--- src/rtl/ca_pkg.sv ---
// Shared types and constants for the ring cellular-automaton runner.
package ca_pkg;

  typedef enum logic [1:0] {
    IDLE = 2'd0,
    RUN  = 2'd1,
    DONE = 2'd2
  } ca_state_t;

  localparam logic [3:0] RULE_XOR  = 4'b0110;
  localparam logic [3:0] RULE_ID   = 4'b1010;
  localparam logic [3:0] RULE_ROTR = 4'b1100;

endpackage

--- src/rtl/ca_next_state.sv ---
// Combinational next-generation logic: each cell looks up the rule table
// with {right neighbour, self}; the top cell wraps around to cell 0.
module ca_next_state #(
  parameter int N = 8
) (
  input  logic [N-1:0] state,
  input  logic [3:0]   rule,
  output logic [N-1:0] next
);

  for (genvar i = 0; i < N; i++) begin : g_cell
    assign next[i] = rule[{state[(i + 1) % N], state[i]}];
  end

endmodule

--- src/rtl/ca_runner.sv ---
// Runs a 1-D ring automaton for a latched number of generations.
// Build option CA_RUNNER_HALT_EN: stop early once the ring reaches a fixed point.
module ca_runner
  import ca_pkg::*;
#(
  parameter int N  = 8,
  parameter int CW = 8
) (
  input  logic          clk,
  input  logic          reset,
  input  logic          start,
  input  logic [N-1:0]  seed,
  input  logic [3:0]    rule,
  input  logic [CW-1:0] gens,
  output logic          busy,
  output logic          done,
  output logic [N-1:0]  state_q,
  output logic [CW-1:0] gen_cnt,
  output logic          stable
);

  ca_state_t     fsm;
  logic [3:0]    rule_l;
  logic [CW-1:0] gens_l;
  logic [N-1:0]  next;
  logic [CW-1:0] gen_inc;
  logic          fixed_pt;

  ca_next_state #(.N(N)) u_next (
    .state (state_q),
    .rule  (rule_l),
    .next  (next)
  );

  assign gen_inc = gen_cnt + CW'(1);

`ifdef CA_RUNNER_HALT_EN
  assign fixed_pt = (next == state_q);
`else
  assign fixed_pt = 1'b0;
`endif

  always_ff @(posedge clk or posedge reset) begin
    if (reset) begin
      fsm     <= IDLE;
      state_q <= '0;
      gen_cnt <= '0;
      rule_l  <= '0;
      gens_l  <= '0;
      busy    <= 1'b0;
      done    <= 1'b0;
      stable  <= 1'b0;
    end else begin
      case (fsm)
        IDLE: begin
          if (start) begin
            state_q <= seed;
            rule_l  <= rule;
            gens_l  <= gens;
            gen_cnt <= '0;
            stable  <= 1'b0;
            if (gens == '0) begin
              fsm  <= DONE;
              done <= 1'b1;
            end else begin
              fsm  <= RUN;
              busy <= 1'b1;
            end
          end
        end
        RUN: begin
          state_q <= next;
          gen_cnt <= gen_inc;
          // Counter stops at the latched target, so it never wraps.
          if (gen_inc == gens_l || fixed_pt) begin
            fsm    <= DONE;
            busy   <= 1'b0;
            done   <= 1'b1;
            stable <= fixed_pt;
          end
        end
        DONE: begin
          fsm  <= IDLE;
          done <= 1'b0;
        end
        default: begin
          fsm  <= IDLE;
          busy <= 1'b0;
          done <= 1'b0;
        end
      endcase
    end
  end

endmodule

--- config.mk ---
export PLATFORM = sky130hd
export DESIGN_NAME = ca_runner
export DESIGN_NICKNAME = d
export VERILOG_FILES = /design/src/rtl/ca_pkg.sv /design/src/rtl/ca_next_state.sv /design/src/rtl/ca_runner.sv
export SDC_FILE = /design/constraint.sdc
export NUM_CORES = 1
export LEC_CHECK = 0
export CORE_MARGIN = 2
export CORE_UTILIZATION = 43
export DETAILED_ROUTE_END_ITERATION = 16
export PLACE_DENSITY = 0.8
export SYNTH_ARGS = -nofsm -noshare
export SYNTH_HDL_FRONTEND = slang
export SYNTH_SLANG_ARGS = --single-unit
--- constraint.sdc ---
create_clock -name clk -period 4.9 [get_ports clk]
set_input_delay 1.47 -clock clk [delete_from_list [all_inputs] [get_ports clk]]
set_output_delay 1.47 -clock clk [all_outputs]
set_load 0.02 [all_outputs]
==> results of run 1 <==
-- routing by layer --
metal	track usage	routed length, um	up-vias
li1	-	-	738
met1	0.2388	1935	747
met2	0.2868	1992	36
met3	0.03608	137	9
met4	0.08547	79	0
met5	0	0	-
-- kinds of logic (layout without fill, tap and decap cells) --
kind of cell	Yosys count	after routing
buffers and inverters	16	55
flip-flops	32	32
adder cells (fa/ha/maj)	1	1
AND/OR/NAND/NOR	53	53
AO/OA/AOI/OAI	47	47
other	1	1
XOR/XNOR	11	11
multiplexers	19	19
-- power by group through the flow --
stage	Sequential, mW	Combinational (mW)	Clock (mW)
floorplan	0.566	0.520	0
global placement	0.559	0.737	0
finish	0.564	0.756	0.247
detailed placement	0.566	0.758	0
global route	0.588	0.817	0.264
CTS	0.561	0.763	0.251
-- placed cells by master, fill, tap and decap left out, drive strengths merged, types with 3 or more instances in the layout --
| cell type | n |
|---|---|
| clkdlybuf4s50 | 40 |
| dfrtp | 32 |
| o21ai | 18 |
| nand2 | 17 |
| mux2 | 11 |
| a21oi | 9 |
| nor2 | 9 |
| xnor2 | 6 |
| clkbuf | 6 |
| inv | 5 |
| xor2 | 5 |
| nor3 | 5 |
| mux2i | 4 |
| mux4 | 4 |
| o211ai | 3 |
| nand2b | 3 |
| a22oi | 3 |
| a221o | 3 |
| and3 | 3 |
| nand3 | 3 |
| or4 | 3 |
-- per-stage QoR --
stage | hold WS (ns) | total power [mW] | setup WS, ns | cell area, um2
after floorplan | 0.5008 | 1.086 | 2.078 | 1873
after global placement | 0.5158 | 1.296 | 1.615 | 2286
after detailed placement | 0.5288 | 1.325 | 1.584 | 2286
after CTS | 0.5437 | 1.575 | 1.881 | 2394
after global routing | 0.5635 | 1.669 | 1.835 | 2394
final | 0.5386 | 1.567 | 1.873 | 2394
-- sequential cells by signal, summed over array words and instances (netlist names) --
name and flops:
rule_l 4, gens_l 8, fsm 2, state_q 8, gen_cnt 8, done 1
busy 1
-- final cells by class --
cell class / instances / share of cell area
multi-input combinational: 132 / 0.4119
sequential: 32 / 0.3346
timing repair buffer: 42 / 0.1735
clock buffer: 6 / 0.03032
tap: 52 / 0.02718
clock inverter: 2 / 0.01464
inverter: 5 / 0.007841
-- final timing paths --
path | end | cells after the start | startpoint | slack, ns
min in group asynchronous | state_q[0] | 2 | reset | 1.61
worst min register to register | busy | 2 | busy | 0.54
worst min-delay path | busy | 2 | busy | 0.54
worst max register to register | done | 6 | gen_cnt[0] | 2.61
worst max-delay path | done | 4 | gens[0] | 1.87
max in group asynchronous | gen_cnt[1] | 3 | reset | 2.62
-- critical path, cell delays in order --
cell	delay, ns
clkdlybuf4s50_1	0.41
or4_2	0.69
or4_1	0.46
a31oi_2	0.20
==> impl_metrics.xml, run 1 <==
<?xml version="1.0" encoding="UTF-8"?>
<metrics>
  <group name="status">
    <metric name="run_status" unit="">complete, no violations</metric>
  </group>
  <group name="logic_synthesis">
    <metric name="synth_edf_count" unit="">0</metric>
    <metric name="async_flop_share" unit="">1.000</metric>
    <metric name="synthesis.instances" unit="">180</metric>
    <metric name="postSynthRegisterBits" unit="">32</metric>
    <metric name="synth_xor_area_frac" unit="">0.05144</metric>
    <metric name="ys_top_cells_by_area" unit="">dfrtp_1, mux2_2, o21ai_0</metric>
    <metric name="post_synth_most_frequent_cells" unit="">dfrtp_1, o21ai_0, nand2_1</metric>
    <metric name="synth_compound_area_frac" unit="">0.1737</metric>
    <metric name="synth_ff_type" unit="">dfrtp_1</metric>
    <metric name="synth.top_cell.area_share" unit="">0.4275</metric>
    <metric name="synth.yosys.warnings" unit="">0</metric>
    <metric name="sequential_element_share_of_the_synthesized_area" unit="">0.4275</metric>
    <metric name="average_cell_area_after_synthesis" unit="um2">10.41</metric>
    <metric name="postSynthNetCount" unit="">204</metric>
    <metric name="muxShareOfSynthArea" unit="">0.1356</metric>
    <metric name="synth_top_family_by_area" unit="">compound AO/OA/AOI/OAI gates</metric>
    <metric name="yosys.cell_types.count" unit="">45</metric>
    <metric name="post_synth_fa_ha_maj_area_fraction" unit="">0.006680</metric>
    <metric name="synthesized_cell_area" unit="um2">1873</metric>
    <metric name="synth_area_leader_cell" unit="">dfrtp_1</metric>
    <metric name="synth_simple_gate_area_frac" unit="">0.1543</metric>
    <metric name="synthMostInstantiatedCell" unit="">dfrtp_1</metric>
  </group>
  <group name="routing">
    <metric name="detailedRoute.firstIterationViolations" unit="">65</metric>
    <metric name="viasPerCell" unit="">5.646</metric>
    <metric name="firstDrtPassIters" unit="">4</metric>
    <metric name="totalWireLength" unit="um">4145</metric>
    <metric name="drcViolationCount" unit="">0</metric>
    <metric name="vias" unit="">1530</metric>
    <metric name="wire_length_per_cell" unit="um">15.30</metric>
    <metric name="antenna_left" unit="">0</metric>
  </group>
  <group name="worst_setup_path">
    <metric name="timing.critical_path.to_type" unit="">register</metric>
    <metric name="critical_path.max_fanout" unit="">2</metric>
    <metric name="critical_path_class" unit="">in -&gt; reg</metric>
    <metric name="timing.critical_path.required" unit="ns">5.10</metric>
    <metric name="worst_ep_arrival_time" unit="ns">3.23</metric>
    <metric name="critical_path.startpoint_type" unit="">input port</metric>
  </group>
  <group name="finish">
    <metric name="num-nets-final" unit="">242</metric>
    <metric name="finish.utilization" unit="">0.5613</metric>
    <metric name="multi_input_comb_area" unit="um2">985.9</metric>
    <metric name="antenna_cells_inserted" unit="">0</metric>
    <metric name="final_layout_size_suffix_gt1_frac" unit="">0.1644</metric>
    <metric name="fin_cells" unit="">271</metric>
    <metric name="layout.area.seq" unit="um2">800.8</metric>
    <metric name="fillerInstances" unit="">379</metric>
    <metric name="area.growth.synth_to_final" unit="%">27.79</metric>
  </group>
  <group name="pwr">
    <metric name="static-leakage-power" unit="nW">0.9593</metric>
    <metric name="power.ir.vdd_worst" unit="V">0.0002847</metric>
    <metric name="internal_power" unit="mW">0.9440</metric>
    <metric name="powerDensity" unit="nW/um2">654.6</metric>
    <metric name="swShare" unit="">0.3975</metric>
    <metric name="share_of_power_burned_in_registers" unit="">0.360</metric>
    <metric name="clkPwrFrac" unit="">0.158</metric>
    <metric name="netSwitchingPower" unit="mW">0.6229</metric>
    <metric name="comb_power_share" unit="">0.482</metric>
  </group>
  <group name="clock_network">
    <metric name="post_cts.resized_instances" unit="">0</metric>
    <metric name="number_of_h_tree_branching_levels" unit="">2</metric>
    <metric name="clock_slew_seen_by_the_registers_of_the_worst_setup_and_hold_paths" unit="ns">0.06</metric>
    <metric name="cts_inserted_buffers" unit="">5</metric>
    <metric name="hold_buffer_count_at_cts" unit="">0</metric>
    <metric name="clockBufferDepth" unit="">2</metric>
    <metric name="cts_root_buffer" unit="">clkbuf_8</metric>
    <metric name="clock_tree_from_tritoncts" unit="">done</metric>
    <metric name="clk_latency" unit="ns">0.28</metric>
    <metric name="sink_count" unit="">32</metric>
    <metric name="setup_bufs_post_cts" unit="">0</metric>
  </group>
  <group name="die">
    <metric name="die_w" unit="um">70</metric>
    <metric name="boundaryPins" unit="">42</metric>
    <metric name="floorplan.initialDensity" unit="">0.4393</metric>
    <metric name="die-area" unit="um2">4900</metric>
    <metric name="core_ar" unit="um2">4264</metric>
    <metric name="floorplan.rows" unit="">24</metric>
    <metric name="chipHeight" unit="um">70</metric>
  </group>
  <group name="timing">
    <metric name="setup_skew_after_layout" unit="ns">0.004631</metric>
    <metric name="max_slew.worst_pin.slew" unit="ns">1.044</metric>
    <metric name="share_of_the_clock_period_used_by_the_worst_path_after_layout" unit="">0.6178</metric>
    <metric name="final_hold_viol_count" unit="">0</metric>
    <metric name="slew_viol_final" unit="">0</metric>
    <metric name="post-route-min-period" unit="ns">3.027</metric>
    <metric name="grt_setup_unrepaired" unit="">no</metric>
    <metric name="slew_headroom" unit="">0.3024</metric>
    <metric name="fin_tns_setup" unit="ns">0</metric>
    <metric name="setup_viol" unit="">0</metric>
    <metric name="max_clock_freq" unit="MHz">330.3</metric>
  </group>
  <group name="place">
    <metric name="numPlacedInstances" unit="">263</metric>
    <metric name="gp_congestion" unit="">0.8458</metric>
    <metric name="buffers_on_ports" unit="">40</metric>
    <metric name="dpl.hpwl" unit="um">3086</metric>
  </group>
  <group name="run">
    <metric name="timing.max_cap.violations" unit="">0</metric>
  </group>
  <group name="global_routing">
    <metric name="grt_max_degree" unit="">23</metric>
    <metric name="grt_pass1_vias" unit="">1480</metric>
    <metric name="grt_antenna_before_repair" unit="">0</metric>
    <metric name="globalRoute.totalOverflow" unit="">0</metric>
    <metric name="first_pass_grt_wire_length" unit="um">7017</metric>
    <metric name="gr-usage-all-layers" unit="">0.1811</metric>
  </group>
  <group name="hold_path">
    <metric name="hold_path.class" unit="">reg -&gt; reg</metric>
  </group>
</metrics>
Power figures use the tool's default switching activity.
==> inputs of run 2 (changes only) <==
==> constraint.sdc (replaced) <==
create_clock -name clk -period 3.02 [get_ports clk]
set_input_delay 0.906 -clock clk [delete_from_list [all_inputs] [get_ports clk]]
set_output_delay 0.906 -clock clk [all_outputs]
set_load 0.02 [all_outputs]
==> run 2 against run 1 <==
- setup slack got worse by 1.3 ns
- utilization grew 0.26 points
- wire length increased by 1.4%
- highest routed layer unchanged
==> impl_metrics.xml, run 2 (synthesis results as in run 1) <==
<?xml version="1.0" encoding="UTF-8"?>
<metrics>
  <group name="clock_network">
    <metric name="post_cts.resized_instances" unit="">0</metric>
    <metric name="setup_bufs_post_cts" unit="">0</metric>
    <metric name="clockBufferDepth" unit="">2</metric>
    <metric name="cts_root_buffer" unit="">clkbuf_8</metric>
    <metric name="sink_count" unit="">32</metric>
    <metric name="hold_buffer_count_at_cts" unit="">0</metric>
    <metric name="clk_latency" unit="ns">0.29</metric>
    <metric name="number_of_h_tree_branching_levels" unit="">2</metric>
    <metric name="clock_slew_seen_by_the_registers_of_the_worst_setup_and_hold_paths" unit="ns">0.06</metric>
    <metric name="clock_tree_from_tritoncts" unit="">done</metric>
    <metric name="cts_inserted_buffers" unit="">5</metric>
  </group>
  <group name="worst_setup_path">
    <metric name="path_cells" unit="">clkdlybuf4s50_1, or4_2, or4_1, a31oi_2</metric>
    <metric name="r2r_cells" unit="">6</metric>
    <metric name="timing.critical_path.required" unit="ns">3.23</metric>
    <metric name="setup_crit_end" unit="">done</metric>
    <metric name="critical_path.max_fanout" unit="">2</metric>
    <metric name="worst_ep_arrival_time" unit="ns">2.68</metric>
    <metric name="critical-path-slowest-cell" unit="">or4_2</metric>
    <metric name="setup.reg_to_reg.worst_slack" unit="ns">0.75</metric>
    <metric name="critical_path.startpoint" unit="">gens[0]</metric>
    <metric name="critical_path_class" unit="">in -&gt; reg</metric>
    <metric name="r2r-end" unit="">done</metric>
    <metric name="critical_path.startpoint_type" unit="">input port</metric>
    <metric name="worst_path_largest_cell_delay" unit="ns">0.69</metric>
    <metric name="timing.critical_path.to_type" unit="">register</metric>
    <metric name="crit-reg2reg-launch" unit="">gen_cnt[0]</metric>
  </group>
  <group name="global_routing">
    <metric name="grt_max_degree" unit="">33</metric>
    <metric name="globalRoute.totalOverflow" unit="">0</metric>
    <metric name="gr-usage-all-layers" unit="">0.1863</metric>
    <metric name="first_pass_grt_wire_length" unit="um">7113</metric>
    <metric name="grt_pass1_vias" unit="">1466</metric>
    <metric name="grt_antenna_before_repair" unit="">0</metric>
  </group>
  <group name="finish">
    <metric name="top_regs" unit="">gen_cnt x8, gens_l x8, state_q x8</metric>
    <metric name="area.growth.synth_to_final" unit="%">28.39</metric>
    <metric name="multi_input_comb_area" unit="um2">985.9</metric>
    <metric name="fin_cells" unit="">273</metric>
    <metric name="num-nets-final" unit="">245</metric>
    <metric name="fillerInstances" unit="">366</metric>
    <metric name="final_layout_size_suffix_gt1_frac" unit="">0.1765</metric>
    <metric name="finish.utilization" unit="">0.5640</metric>
    <metric name="layout_common_cells" unit="">clkdlybuf4s50_1, dfrtp_1, o21ai_0</metric>
    <metric name="layout.area.seq" unit="um2">800.8</metric>
    <metric name="antenna_cells_inserted" unit="">0</metric>
    <metric name="layout_commonest_cell" unit="">clkdlybuf4s50_1</metric>
  </group>
  <group name="die">
    <metric name="core_ar" unit="um2">4264</metric>
    <metric name="chipHeight" unit="um">70</metric>
    <metric name="die_w" unit="um">70</metric>
    <metric name="die-area" unit="um2">4900</metric>
    <metric name="floorplan.initialDensity" unit="">0.4393</metric>
    <metric name="floorplan.rows" unit="">24</metric>
    <metric name="boundaryPins" unit="">42</metric>
  </group>
  <group name="routing">
    <metric name="viasPerCell" unit="">5.560</metric>
    <metric name="totalWireLength" unit="um">4201</metric>
    <metric name="detailedRoute.firstIterationViolations" unit="">98</metric>
    <metric name="drcViolationCount" unit="">0</metric>
    <metric name="firstDrtPassIters" unit="">4</metric>
    <metric name="antenna_left" unit="">0</metric>
    <metric name="vias" unit="">1518</metric>
    <metric name="wire_length_per_cell" unit="um">15.39</metric>
  </group>
  <group name="place">
    <metric name="numPlacedInstances" unit="">266</metric>
    <metric name="dpl_worst_slack" unit="ns">0.2662</metric>
    <metric name="buffers_on_ports" unit="">40</metric>
    <metric name="gp_congestion" unit="">0.7996</metric>
    <metric name="dpl.hpwl" unit="um">3058</metric>
  </group>
  <group name="run">
    <metric name="timing.max_cap.violations" unit="">0</metric>
  </group>
  <group name="pwr">
    <metric name="share_of_power_burned_in_registers" unit="">0.363</metric>
    <metric name="comb_power_share" unit="">0.494</metric>
    <metric name="static-leakage-power" unit="nW">0.9695</metric>
    <metric name="netSwitchingPower" unit="mW">1.011</metric>
    <metric name="powerDensity" unit="nW/um2">1046</metric>
    <metric name="power.ir.vdd_worst" unit="V">0.0004409</metric>
    <metric name="internal_power" unit="mW">1.505</metric>
    <metric name="power" unit="mW">2.516</metric>
    <metric name="clkPwrFrac" unit="">0.143</metric>
    <metric name="swShare" unit="">0.4018</metric>
  </group>
  <group name="hold_path">
    <metric name="hold_path.class" unit="">reg -&gt; reg</metric>
  </group>
  <group name="timing">
    <metric name="setup_viol" unit="">0</metric>
    <metric name="final_hold_viol_count" unit="">0</metric>
    <metric name="grt_setup_unrepaired" unit="">no</metric>
    <metric name="final_critical_path_setup_slack" unit="ns">0.5554</metric>
    <metric name="slew_viol_final" unit="">0</metric>
    <metric name="max_clock_freq" unit="MHz">405.8</metric>
    <metric name="fin_tns_setup" unit="ns">0</metric>
    <metric name="setup_skew_after_layout" unit="ns">0.005600</metric>
    <metric name="post-route-min-period" unit="ns">2.465</metric>
    <metric name="share_of_the_clock_period_used_by_the_worst_path_after_layout" unit="">0.8161</metric>
  </group>
  <group name="status">
    <metric name="run_status" unit="">complete, no violations</metric>
  </group>
</metrics>
-- run 2: worst min-delay path by stage --
stage                    from  depth (start not counted)   endpoint  slack, ns
finish              gens_l[6]                          1  gens_l[6]       0.55
global route        gens_l[5]                          1  gens_l[5]       0.56
CTS                 gens_l[6]                          1  gens_l[6]       0.55
detailed placement  gens_l[6]                          1  gens_l[6]       0.53
global placement    gens_l[5]                          1  gens_l[5]       0.52
floorplan           gens_l[7]                          1  gens_l[7]       0.50
-- run 2: per-stage QoR --
step	hold WS, ns	instance area, um2
6_report	0.5478	2405
5_1_grt	0.5590	2405
4_1_cts	0.5451	2405
3_5_place_dp	0.5284	2308
3_3_place_gp	0.5235	2308
2_1_floorplan	0.5008	1873
-- run 2: cell type report --
| cell class | count | area share |
|---|---|---|
| clock buffer | 7 | 0.04006 |
| inverter | 5 | 0.007804 |
| multi-input combinational | 132 | 0.4100 |
| sequential | 32 | 0.3330 |
| tap | 52 | 0.02706 |
| timing repair buffer | 45 | 0.1821 |
-- run 2: metal layers --
layer	GRT usage	share of wire	vias up	wire (um)
met2	0.2878	0.48	39	2004
li1	-	-	736	-
met4	0.07265	0.018	0	77
met1	0.2474	0.45	736	1881
met3	0.05483	0.056	7	237
met5	0	0	-	0
-- run 2: worst max-delay path: cells and delay by family --
family | cells | cell delay (ns)
AOI/OAI and AO/OA | 1 | 0.19
and+or+nand+nor | 2 | 1.15
buffers and inverters | 1 | 0.43
-- run 2: power groups by stage --
stage	Sequential (mW)	Clock [mW]	Combinational, mW
global placement	0.908	0	1.21
CTS	0.910	0.365	1.25
finish	0.912	0.360	1.24
global route	0.956	0.384	1.37
detailed placement	0.918	0	1.25
floorplan	0.918	0	0.843
